File: src/rtl/spi_byte_sequencer.sv
// spi_byte_sequencer: host-side byte front end for spi_master.
// The host queues bytes in a TX FIFO and pulses start. The whole queue is then sent
// as one burst, one byte per tx_ready/TX_DV handshake. Every byte returned by
// spi_master is collected in an RX FIFO for the host to drain. A watchdog aborts the
// burst if an expected rx_dv never arrives.
//
//   state   | meaning
//   --------+-------------------------------------------------------------
//   IDLE    | waiting for start; burst length latched from tx_count
//   LOAD    | TX head copied to m_tx_byte and popped
//   ISSUE   | waiting for m_tx_ready; TX_DV raised on the handshake
//   WAIT_RX | watchdog running; waiting for m_rx_dv to capture the reply
//   DONE    | burst finished (normal or abort); done pulses on the way to IDLE
module spi_byte_sequencer #(
   parameter int DEPTH   = 8,
   parameter int AW      = 3,
   parameter int TIMEOUT = 1024
) (
   input  logic          i_clk,
   input  logic          reset,
   input  logic          wr_en,
   input  logic [7:0]    wr_data,
   output logic          tx_full,
   output logic [AW:0]   tx_count,
   input  logic          start,
   output logic          busy,
   output logic          done,
   output logic          timeout_err,
   input  logic          rx_rd_en,
   output logic [7:0]    rx_data,
   output logic          rx_empty,
   output logic          rx_overflow,
   output logic [7:0]    m_tx_byte,
   output logic          m_tx_dv,
   input  logic          m_tx_ready,
   input  logic          m_rx_dv,
   input  logic [7:0]    m_rx_byte
);

   typedef enum logic [2:0] {
      S_IDLE,
      S_LOAD,
      S_ISSUE,
      S_WAIT_RX,
      S_DONE
   } state_t;

   localparam logic [AW:0]   CNT_FULL  = (AW+1)'(DEPTH);
   localparam logic [AW:0]   CNT_ONE   = (AW+1)'(1);
   localparam logic [AW-1:0] PTR_ONE   = AW'(1);
   // Watchdog counts down; reaching zero is the same cycle an up-counter would hit TIMEOUT-1.
   localparam logic [15:0]   WDOG_LOAD = 16'(TIMEOUT - 1);

   state_t        state;
   logic [AW:0]   remaining;
   logic [15:0]   wdog_cnt;

   logic [7:0]    tx_mem [DEPTH];
   logic [AW-1:0] tx_wptr;
   logic [AW-1:0] tx_rptr;
   logic [AW:0]   tx_cnt;
   logic          tx_push;
   logic          tx_pop;

   logic [7:0]    rx_mem [DEPTH];
   logic [AW-1:0] rx_wptr;
   logic [AW-1:0] rx_rptr;
   logic [AW:0]   rx_cnt;
   logic          rx_full;
   logic          rx_push;
   logic          rx_pop;
   logic          rx_write;

   assign tx_full  = (tx_cnt == CNT_FULL);
   assign tx_count = tx_cnt;
   assign tx_push  = wr_en && !tx_full;
   assign tx_pop   = (state == S_LOAD) && (tx_cnt != '0);

   assign rx_full  = (rx_cnt == CNT_FULL);
   assign rx_empty = (rx_cnt == '0);
   assign rx_data  = rx_mem[rx_rptr];
   assign rx_push  = (state == S_WAIT_RX) && m_rx_dv;
   assign rx_pop   = rx_rd_en && !rx_empty;
   // A full RX FIFO still accepts a byte when the host pops in the same cycle.
   assign rx_write = rx_push && (!rx_full || rx_pop);

   // TX FIFO storage; contents are only meaningful between the pointers.
   always_ff @(posedge i_clk) begin
      if (tx_push)
         tx_mem[tx_wptr] <= wr_data;
   end

   // TX FIFO pointers and occupancy.
   always_ff @(posedge i_clk or posedge reset) begin
      if (reset) begin
         tx_wptr <= '0;
         tx_rptr <= '0;
         tx_cnt  <= '0;
      end else begin
         if (tx_push)
            tx_wptr <= tx_wptr + PTR_ONE;
         if (tx_pop)
            tx_rptr <= tx_rptr + PTR_ONE;
         case ({tx_push, tx_pop})
            2'b10:   tx_cnt <= tx_cnt + CNT_ONE;
            2'b01:   tx_cnt <= tx_cnt - CNT_ONE;
            default: tx_cnt <= tx_cnt;
         endcase
      end
   end

   // RX FIFO storage.
   always_ff @(posedge i_clk) begin
      if (rx_write)
         rx_mem[rx_wptr] <= m_rx_byte;
   end

   // RX FIFO pointers, occupancy and sticky overflow flag.
   always_ff @(posedge i_clk or posedge reset) begin
      if (reset) begin
         rx_wptr     <= '0;
         rx_rptr     <= '0;
         rx_cnt      <= '0;
         rx_overflow <= 1'b0;
      end else begin
         if (rx_write)
            rx_wptr <= rx_wptr + PTR_ONE;
         if (rx_pop)
            rx_rptr <= rx_rptr + PTR_ONE;
         if (rx_push && !rx_write)
            rx_overflow <= 1'b1;
         case ({rx_write, rx_pop})
            2'b10:   rx_cnt <= rx_cnt + CNT_ONE;
            2'b01:   rx_cnt <= rx_cnt - CNT_ONE;
            default: rx_cnt <= rx_cnt;
         endcase
      end
   end

   // Burst sequencer with registered handshake and status outputs.
   always_ff @(posedge i_clk or posedge reset) begin
      if (reset) begin
         state       <= S_IDLE;
         remaining   <= '0;
         wdog_cnt    <= '0;
         busy        <= 1'b0;
         done        <= 1'b0;
         m_tx_dv     <= 1'b0;
         m_tx_byte   <= 8'h00;
         timeout_err <= 1'b0;
      end else begin
         done    <= 1'b0;
         m_tx_dv <= 1'b0;
         case (state)
            S_IDLE: begin
               if (start) begin
                  remaining   <= tx_cnt;
                  timeout_err <= 1'b0;
                  busy        <= 1'b1;
                  state       <= (tx_cnt == '0) ? S_DONE : S_LOAD;
               end
            end
            S_LOAD: begin
               m_tx_byte <= tx_mem[tx_rptr];
               state     <= S_ISSUE;
            end
            S_ISSUE: begin
               if (m_tx_ready) begin
                  m_tx_dv  <= 1'b1;
                  wdog_cnt <= WDOG_LOAD;
                  state    <= S_WAIT_RX;
               end
            end
            S_WAIT_RX: begin
               if (m_rx_dv) begin
                  remaining <= remaining - CNT_ONE;
                  wdog_cnt  <= WDOG_LOAD;
                  state     <= (remaining == CNT_ONE) ? S_DONE : S_LOAD;
               end else if (wdog_cnt == '0) begin
                  timeout_err <= 1'b1;
                  state       <= S_DONE;
               end else begin
                  wdog_cnt <= wdog_cnt - 16'd1;
               end
            end
            S_DONE: begin
               done  <= 1'b1;
               busy  <= 1'b0;
               state <= S_IDLE;
            end
            default: begin
               busy  <= 1'b0;
               state <= S_IDLE;
            end
         endcase
      end
   end

endmodule
File: config.mk
export PLATFORM = sky130hd
export DESIGN_NAME = spi_byte_sequencer
export DESIGN_NICKNAME = d
export VERILOG_FILES = /design/src/rtl/spi_byte_sequencer.sv
export SDC_FILE = /design/constraint.sdc
export NUM_CORES = 1
export LEC_CHECK = 0
export ABC_AREA = 1
export ABC_CLOCK_PERIOD_IN_PS = 1800
export BUFFER_PORTS_ARGS = -buffer_cell sky130_fd_sc_hd__buf_2
export CORE_UTILIZATION = 55
export CTS_CLUSTER_DIAMETER = 50
export DETAILED_ROUTE_END_ITERATION = 10
export PLACE_DENSITY_LB_ADDON = 0.25
export SYNTH_ARGS = -nofsm -noshare
export SYNTH_HDL_FRONTEND = slang
export SYNTH_SLANG_ARGS = --single-unit
File: constraint.sdc
create_clock -name i_clk -period 1.8 [get_ports i_clk]
set_input_delay 0.09 -clock i_clk [delete_from_list [all_inputs] [get_ports i_clk]]
set_output_delay 0.09 -clock i_clk [all_outputs]
set_load 0.1 [all_outputs]
==> results of run 1 <==
==> worst max-delay path by stage <==
stage | end | startpoint | cells past startpoint | slack, ns
final | rx_data[3] | rx_rptr[0]$_DFFE_PP0P_ | 8 | -0.11
after global routing | rx_data[0] | rx_rptr[0]$_DFFE_PP0P_ | 8 | -0.16
after CTS | rx_data[5] | rx_rptr[0]$_DFFE_PP0P_ | 7 | -0.09
after detailed placement | rx_cnt[3]$_DFFE_PP0P_ | rx_cnt[1]$_DFFE_PP0P_ | 14 | -0.03
after global placement | rx_mem[1][6]$_DFFE_PP_ | state[1]$_DFFE_PP0P_ | 8 | 0.05
after floorplan | tx_count[2]$_DFFE_PP0P_ | tx_count[1]$_DFFE_PP0P_ | 9 | -0.20
==> cell usage after synthesis (all sizes together) <==
master  number  area, µm²
xnor2        4       35.0
edfxtp     128       3840
o32ai       16        140
fa           1       20.0
nor3         5       35.0
xor2         9       78.8
o21bai       2       15.0
or2          3       21.3
a21boi       1       7.51
nand3       45        230
clkbuf      17       63.8
o21a         1       8.76
nand2      150        596
o21ai       74        370
clkinv       1       3.75
nand3b       4       30.0
a21oi        8       43.8
inv         50        188
nor2       158        624
o211ai      19        143
nand4        3       18.8
ha          12        150
dfrtp       56       1400
buf          6       38.8
==> cell families (layout without fill, tap and decap cells) <==
kind of cell,Yosys count,after routing
simple gates,368,369
flops,184,184
compound gates,121,121
buf+inv,74,221
fa+ha+maj,13,13
xor+xnor,13,13
==> cell type report <==
type	instances	area [µm²]	area share, %
Inverter	51	211	2.00
Clock inverter	11	146	1.39
Multi-Input combinational cell	516	2960	28.0
Clock buffer	21	440	4.17
Sequential cell	184	5250	49.7
Timing Repair Buffer	138	1320	12.5
Tap cell	184	230	2.18
==> metal layers <==
metal,part of all wire [%],GRT usage (%)
met5,0,0
met4,2.1,10.8
met3,5.0,5.72
met2,52,43.4
met1,41,31.9
==> through the flow <==
step	utilization (%)	setup slack, ns	hold WS, ns	cells	instance area (µm²)
2_1_floorplan	-	-0.203	0.189	773	8240
6_report	73.0	-0.111	0.187	1105	10600
5_1_grt	73.0	-0.165	0.177	1105	10600
4_1_cts	70.8	-0.0885	0.146	1098	10200
3_5_place_dp	64.1	-0.0295	0.234	1038	9280
3_3_place_gp	64.1	0.0453	0.222	1038	9280
==> report_power, final <==
part / leakage, µW / switching, µW / internal [µW] / total [µW]
registers: 0.00182 / 494 / 5330 / 5820
logic: 0.00210 / 6810 / 3440 / 10300
clock network: 0.000274 / 1570 / 2190 / 3760
==> critical path, delay by kind of cell (launching register included) <==
kind	cells	cell delay, ns
buffers and inverters	4	0.54
DFF	1	0.45
AOI/OAI and AO/OA	1	0.14
and+or+nand+nor	3	0.26
==> state kept, by name, summed over array words and instances (netlist names), 3 cells and up <==
| name | cells |
|---|---|
| rx_rptr | 3 |
| tx_count | 4 |
| m_tx_byte | 8 |
| rx_mem | 64 |
| remaining | 4 |
| tx_rptr | 3 |
| rx_cnt | 4 |
| tx_mem | 64 |
| tx_wptr | 3 |
| rx_wptr | 3 |
| state | 3 |
| wdog_cnt | 16 |
==> repair_timing <==
item / CTS / global route
hold buffers: 21 / 0
endpoints found under the hold margin: 159 / 0
cloned: 2 / 2
resized for setup: 20 / 64
buffers inserted: 5 / 5
endpoints found under the setup margin: 22 / 90
pin swaps: 12 / 28
==> flow_summary.ini, run 1 <==
[pwr]
total_power_uw = 19800
ir_drop_mv = 1.11
power.density_nw_per_um2 = 1880
leakagePower_uw = 0.00419

[worst_setup_path]
reg2reg_to = rx_mem[6][3]$_DFFE_PP_
crit_path_max_incr_delay_ns = 0.45
critPathArrivalTime_ns = 1.82
crit_path_end_kind = output port
r2r_start = state[2]$_DFFE_PP0P_
critPathLaunchType = flop
r2r_slack_ns = -0.03
path_common_cell = buf_12
worst_r2r_path_depth = 8
cp_slowest_cell = dfrtp_2
crit_fanout = 7
cp.required_ns = 1.71
crit_chain = clkinv_4 > buf_12 > buf_16 > nor2_4 > o32ai_2 > nand2_1 > nand2_2 > buf_12
worstSetupPathType = reg2out

[logic_synthesis]
ys_warn_count = 0
synth_top_family_by_area = simple AND/OR/NAND/NOR gates
syn-num-nets = 809
synthMuxAreaShare_pct = 0
synth_compound_area_share_pct = 8.98
synth-simple-area-share_pct = 19.2
synthCells = 773
synth_cell_types = 37
ys_seq_elements = 184
synthAdderAreaFrac_pct = 2.10
syn_avg_cell_area_um2 = 10.5
synth_area_um2 = 8110
synth_xor_area_share_pct = 1.40
yosysSeqAreaShare_pct = 64.7

[die]
core_area_um2 = 14500
fp.dieW_um = 123
die_h_um = 123
ios = 50
start_util_pct = 56.0
die_area_um2 = 15200
row_count = 44

[final_layout]
final_net_count = 944
area_growth_pct = 30.3
layout-drive-gt1-share_pct = 27.1
most-common-layout-cells = edfxtp_1, nand2_1, nor2_1, o21ai_0, dfrtp_1
num_antenna_cells = 0
fillerInstances = 919
layout_commonest_cell = edfxtp_1

[global_route]
grt_max_degree = 35
grt_pass1_wl_um = 29000
gr-total-overflow = 0
antenna_found_initial = 0
first_global_vias = 6034
grt_usage_pct = 25.7

[sta]
max_freq_mhz = 523
max_slew_margin_pct = 56.4
period_needed_ns = 1.91
worstMarginPinSlew_ns = 0.653
drv_slew = 0
rsz0062_at_grt = yes
finalCritPeriodShare_pct = 106
finalHoldViolCount = 0
setup_ws_ns = -0.111
skew_ns = 0.0117
fin_tns_setup_ns = -0.946
setup_viol = 16

[detailed_routing]
post_drt_via_cell_ratio = 5.61
drt-initial-drc-count = 491
drt-total-wl_um = 19300
vias = 6197
drt_drc_violations_left = 0
wire_per_inst_um = 17.4
ant_nets = 0
drt_pass1_iterations = 6

[status]
status = finished with violations
violations = setup timing

[worst_hold_path]
hold_class = in2reg
holdPathEnd = rx_rptr[0]$_DFFE_PP0P_
hp-start = rx_rd_en
holdPathStages = 5

[clocking]
cts_made_buffers = 17
worstSkewPairLatency_ns = 0.43
cts_tree = built
cts_root_buffer = clkbuf_16
clock_sinks = 184
htreeDepth = 4
cts_buffer_depth = 2
clk_pin_slew_ns = 0.06

[placement]
dpl.hpwl_um = 11600
io_buffers = 49
routabilityCongestion = 0.842

[run]
maxCapViolCount = 0
No activity file was read; power rests on OpenSTA's default activity.
==> run 2: changes to the inputs <==
--- a/config.mk
+++ b/config.mk
@@ -12,6 +12,7 @@
 export CTS_CLUSTER_DIAMETER = 50
 export DETAILED_ROUTE_END_ITERATION = 10
 export PLACE_DENSITY_LB_ADDON = 0.25
+export SKIP_LAST_GASP = 1
 export SYNTH_ARGS = -nofsm -noshare
 export SYNTH_HDL_FRONTEND = slang
 export SYNTH_SLANG_ARGS = --single-unit
==> run 2 against run 1 <==
Net effect: the flow still finishes with violations (setup timing); clock skew grew 0.013 ns; largest power group unchanged; die area unchanged; critical endpoint unchanged; maximum frequency increased by 0.63%; core utilization shrank 0.29 points.
==> flow_summary.ini, run 2 (synthesized netlist as in run 1, its figures left out) <==
[status]
status = finished with violations
violations = setup timing

[worst_setup_path]
crit_fanout = 7
critPathArrivalTime_ns = 1.81
cp_slowest_cell = dfrtp_2
critPathLaunchType = flop
worst_r2r_path_depth = 9
worstSetupPathType = reg2out
reg2reg_to = rx_mem[6][3]$_DFFE_PP_
crit_chain = clkinv_4 > buf_12 > buf_16 > nor2_4 > o32ai_2 > nand2_1 > nand2_2 > buf_12
critPathTopFamily = buffers and inverters
crit_path_max_incr_delay_ns = 0.45
path_common_cell = buf_12
crit_path_end_kind = output port
cp_num_buf_inv = 4
cp.required_ns = 1.71
r2r_slack_ns = -0.02
r2r_start = state[0]$_DFFE_PP0P_

[final_layout]
most-common-layout-cells = nor2_1, edfxtp_1, nand2_1, o21ai_0, dfrtp_1
fillerInstances = 922
reg_top3 = rx_mem x64, tx_mem x64, wdog_cnt x16
area_growth_pct = 29.8
layout_commonest_cell = nor2_1
final_net_count = 944
utilization_pct = 72.7
num_antenna_cells = 0
layout-drive-gt1-share_pct = 26.6
final_area_um2 = 10500

[clocking]
cts_tree = built
worstSkewPairLatency_ns = 0.44
clk_pin_slew_ns = 0.06
cts_buffer_depth = 2
clock_sinks = 184
cts_made_buffers = 17
htreeDepth = 4
cts_root_buffer = clkbuf_16

[die]
die_area_um2 = 15200
ios = 50
fp.dieW_um = 123
row_count = 44
die_h_um = 123
core_area_um2 = 14500
start_util_pct = 56.0

[detailed_routing]
drt_drc_violations_left = 0
ant_nets = 0
drt_pass1_iterations = 7
vias = 6173
wire_per_inst_um = 17.0
post_drt_via_cell_ratio = 5.59
drt-total-wl_um = 18800
drt-initial-drc-count = 554

[placement]
io_buffers = 49
dpl.hpwl_um = 11600
place_area_um2 = 9280
routabilityCongestion = 0.842

[sta]
drv_slew = 0
period_needed_ns = 1.90
max_slew_margin_pct = 56.1
worstMarginPinSlew_ns = 0.658
rsz0062_at_grt = yes
finalCritPeriodShare_pct = 106
setup_viol = 16
max_freq_mhz = 526
skew_ns = 0.0245
setup_ws_ns = -0.0994
finalHoldViolCount = 0

[global_route]
first_global_vias = 6034
grt_pass1_wl_um = 29000
gr-total-overflow = 0
grt_usage_pct = 25.7
grt_max_degree = 35
antenna_found_initial = 0

[pwr]
leakagePower_uw = 0.00418
power.density_nw_per_um2 = 1870
ir_drop_mv = 1.11

[run]
maxCapViolCount = 0

[worst_hold_path]
holdPathEnd = rx_rptr[0]$_DFFE_PP0P_
holdPathStages = 5
hp-start = rx_rd_en
hold_class = in2reg
## run 2: cell types whose count changed in the layout (fill, tap and decap cells not counted), moves of 3 or more
cell / delta
inv_2: +3
inv_4: -3
nor2_1: +4
nor2_2: -3
## run 2: worst min-delay path, stage by stage
cell     delay, ns
buf_2         0.13
nand2_2       0.09
buf_4         0.10
buf_4         0.11
xor2_1        0.05
## run 2: routing by layer
layer / part of all wire [%] / GRT usage, % / vias up / routed length, µm
met5: 0 / 0 / - / 0
met4: 1.3 / 10.8 / 0 / 244
met3: 4.8 / 5.72 / 17 / 902
met2: 52 / 43.4 / 200 / 9810
met1: 42 / 31.9 / 3027 / 7880
li1: - / - / 2929 / -
## run 2: power by group
part | internal [µW] | leakage, µW | total (µW) | switching (µW)
Clock | 2190 | 0.000274 | 3760 | 1570
Sequential | 5330 | 0.00182 | 5820 | 487
Combinational | 3410 | 0.00209 | 10100 | 6720
Total | 10900 | 0.00418 | 19700 | 8780
## run 2: worst max-delay path by stage
| stage | start | to | depth (start not counted) | slack, ns |
|---|---|---|---|---|
| after floorplan | tx_count[1]$_DFFE_PP0P_ | tx_count[2]$_DFFE_PP0P_ | 9 | -0.20 |
| after global placement | state[1]$_DFFE_PP0P_ | rx_mem[1][6]$_DFFE_PP_ | 8 | 0.05 |
| after detailed placement | rx_cnt[1]$_DFFE_PP0P_ | rx_cnt[3]$_DFFE_PP0P_ | 14 | -0.03 |
| after CTS | rx_rptr[0]$_DFFE_PP0P_ | rx_data[4] | 7 | -0.09 |
| after global routing | rx_rptr[0]$_DFFE_PP0P_ | rx_data[5] | 6 | -0.16 |
| final | rx_rptr[0]$_DFFE_PP0P_ | rx_data[3] | 8 | -0.1 |
## run 2: what timing repair did
| item | 4_1_cts | 5_1_grt |
|---|---|---|
| gates cloned | 2 | 2 |
| hold endpoints to repair | 159 | 0 |
| endpoints found under the setup margin | 22 | 90 |
| buffers inserted | 5 | 5 |
| gates resized for setup | 19 | 53 |
| pin swaps | 12 | 28 |
| hold buffers | 21 | 0 |
## run 2: final cells by class
class                   count  area (µm²)  share of cell area [%]
clock buffers              21         440                    4.19
clock inverters            11         146                    1.39
inverters                  51         204                    1.94
multi-input cells         516        2920                    27.8
flip-flops and latches    184        5250                    49.9
well taps                 184         230                    2.19
repair buffers            138        1320                    12.6
## run 2: through the flow
step	setup TNS, ns	power [µW]	hold slack [ns]	instances	worst slack, ns
final	-0.619	19700	0.193	1105	-0.0994
after global routing	-3.03	20700	0.179	1105	-0.155
after CTS	-0.536	19100	0.146	1098	-0.0915
after detailed placement	-0.0516	14900	0.234	1038	-0.0295
after global placement	0	14600	0.222	1038	0.0453
after floorplan	-5.81	12200	0.189	773	-0.203
==> run 3: changes to the inputs <==
--- a/config.mk
+++ b/config.mk
@@ -16,3 +16,4 @@
 export SYNTH_ARGS = -nofsm -noshare
 export SYNTH_HDL_FRONTEND = slang
 export SYNTH_SLANG_ARGS = --single-unit
+export TNS_END_PERCENT = 20
==> run 3 against run 2 <==
Net effect: clock-buffer cell count shrank 2; critical path type unchanged; flip-flop and latch count is the same; cell area shrank 1.0%; critical endpoint is now rx_data[5]; combinational power about the same; worst setup slack lost 0.075 ns; final cell count down 0.45%; routed wire length down 0.81%; the flow still finishes with violations (setup timing); hold slack got worse by 0.093 ns; global-route usage shrank 0.19 points; clock power up 5%; critical path depth shrank 2; non-clock buffer count shrank 5.
==> flow_summary.ini, run 3 (synthesized netlist as in run 1, its figures left out) <==
[worst_setup_path]
cp_num_buf_inv = 2
crit_fanout = 24
crit_chain = buf_12 > nor2_1 > o32ai_1 > nand2_1 > nand2_2 > buf_12
path_common_cell = buf_12
crit_path_end_kind = output port
critPathLaunchType = flop
worst_r2r_path_depth = 12
cp_slowest_cell = dfrtp_2
crit_path_max_incr_delay_ns = 0.45
worstSetupPathType = reg2out
cp.required_ns = 1.71
reg2reg_to = rx_cnt[3]$_DFFE_PP0P_
r2r_start = rx_cnt[1]$_DFFE_PP0P_
r2r_slack_ns = -0.09
critPathArrivalTime_ns = 1.88
critPathTopFamily = flip-flops

[clocking]
htreeDepth = 4
cts_root_buffer = clkbuf_16
worstSkewPairLatency_ns = 0.43
cts_tree = built
clk_pin_slew_ns = 0.07
cts_buffer_depth = 2
clock_sinks = 184
cts_made_buffers = 17

[status]
violations = setup timing
status = finished with violations

[final_layout]
layout_commonest_cell = nor2_1
reg_top3 = rx_mem x64, tx_mem x64, wdog_cnt x16
fillerInstances = 948
area_growth_pct = 28.4
most-common-layout-cells = nor2_1, nand2_1, edfxtp_1, o21ai_0, dfrtp_1
final_area_um2 = 10400
num_antenna_cells = 0
layout-drive-gt1-share_pct = 26.4
final_net_count = 939

[sta]
finalHoldViolCount = 0
setup_viol = 20
period_needed_ns = 1.97
worstMarginPinSlew_ns = 0.489
setup_ws_ns = -0.175
whs_ns = 0.0994
skew_ns = 0.0125
finalCritPeriodShare_pct = 110
max_slew_margin_pct = 67.6
rsz0062_at_grt = yes
max_freq_mhz = 506
drv_slew = 0

[detailed_routing]
drt_pass1_iterations = 5
post_drt_via_cell_ratio = 5.57
vias = 6127
wire_per_inst_um = 17.0
ant_nets = 0
drt-total-wl_um = 18700
drt-initial-drc-count = 627
drt_drc_violations_left = 0

[die]
fp.dieW_um = 123
ios = 50
core_area_um2 = 14500
row_count = 44
start_util_pct = 56.0
die_h_um = 123
die_area_um2 = 15200

[placement]
io_buffers = 49
routabilityCongestion = 0.948
place_area_um2 = 9180
dpl.hpwl_um = 11500

[pwr]
leakagePower_uw = 0.00417
power.density_nw_per_um2 = 1880
total_power_uw = 19600
ir_drop_mv = 1.58

[global_route]
antenna_found_initial = 0
grt_max_degree = 41
grt_pass1_wl_um = 28800
gr-total-overflow = 0
grt_usage_pct = 25.5
first_global_vias = 5929

[worst_hold_path]
holdPathStages = 4
hp-start = rx_rd_en
holdPathEnd = rx_rptr[0]$_DFFE_PP0P_
hold_class = in2reg

[run]
maxCapViolCount = 0
==> run 3: cell count changes in the layout (fill, tap and decap cells not counted), sizes merged <==
| cell | before | now |
|---|---|---|
| clkbuf | 23 | 20 |
| clkinvlp | 3 | 1 |
| inv | 52 | 54 |
| buf | 115 | 111 |
| bufinv | 3 | 4 |
| clkinv | 4 | 5 |
==> run 3: layout make-up <==
class	count	area (µm²)	area share [%]
clock buffer	19	433	4.16
inverter	51	199	1.91
tap	184	230	2.21
multi-input combinational	516	2890	27.8
clock inverter	13	193	1.85
timing repair buffer	133	1210	11.7
sequential	184	5250	50.4
==> run 3: worst max path at each step <==
stage,from,end,slack [ns],cells after the start
after floorplan,tx_count[1]$_DFFE_PP0P_,tx_count[2]$_DFFE_PP0P_,-0.20,9
after global placement,rx_cnt[1]$_DFFE_PP0P_,rx_cnt[3]$_DFFE_PP0P_,0.03,14
after detailed placement,rx_cnt[1]$_DFFE_PP0P_,rx_cnt[3]$_DFFE_PP0P_,-0.17,14
after CTS,rx_rptr[0]$_DFFE_PP0P_,rx_data[3],-0.11,7
after global routing,rx_rptr[0]$_DFFE_PP0P_,rx_data[5],-0.24,7
final,rx_rptr[0]$_DFFE_PP0P_,rx_data[5],-0.17,6
==> run 3: worst min-delay path, delay by kind of cell <==
kind	cells	cell delay, ns
xor+xnor	1	0.06
buf+inv	2	0.26
simple gates	1	0.09
==> run 3: power breakdown <==
part	total, µW	switching [µW]	internal [µW]
Combinational	9860	6630	3230
Clock	3950	1600	2350
Sequential	5800	468	5330
==> run 3: stage by stage <==
| stage | worst slack, ns | utilization [%] | std cells | TNS [ns] |
|---|---|---|---|---|
| floorplan | -0.203 | - | 773 | -9.89 |
| global placement | 0.0297 | 63.4 | 1037 | 0 |
| detailed placement | -0.170 | 63.4 | 1037 | -0.255 |
| CTS | -0.106 | 70.1 | 1094 | -1.25 |
| global route | -0.236 | 71.9 | 1100 | -3.69 |
| finish | -0.175 | 71.9 | 1100 | -1.20 |
==> run 3: timing repair <==
item | 4_1_cts | 5_1_grt
pin swaps | 2 | 28
hold endpoints to repair | 149 | 0
endpoints found under the setup margin | 24 | 82
gates resized for setup | 20 | 56
buffers inserted | 3 | 5
gates cloned | 1 | 2
hold buffers | 21 | 0
==> run 3: routing by layer <==
layer,share of wire (%),global-route usage (%),wire length [µm]
met3,5.3,4.75,991
met1,40,31.5,7440
met2,53,43.7,9930
met4,1.7,11.3,314
met5,0,0,0
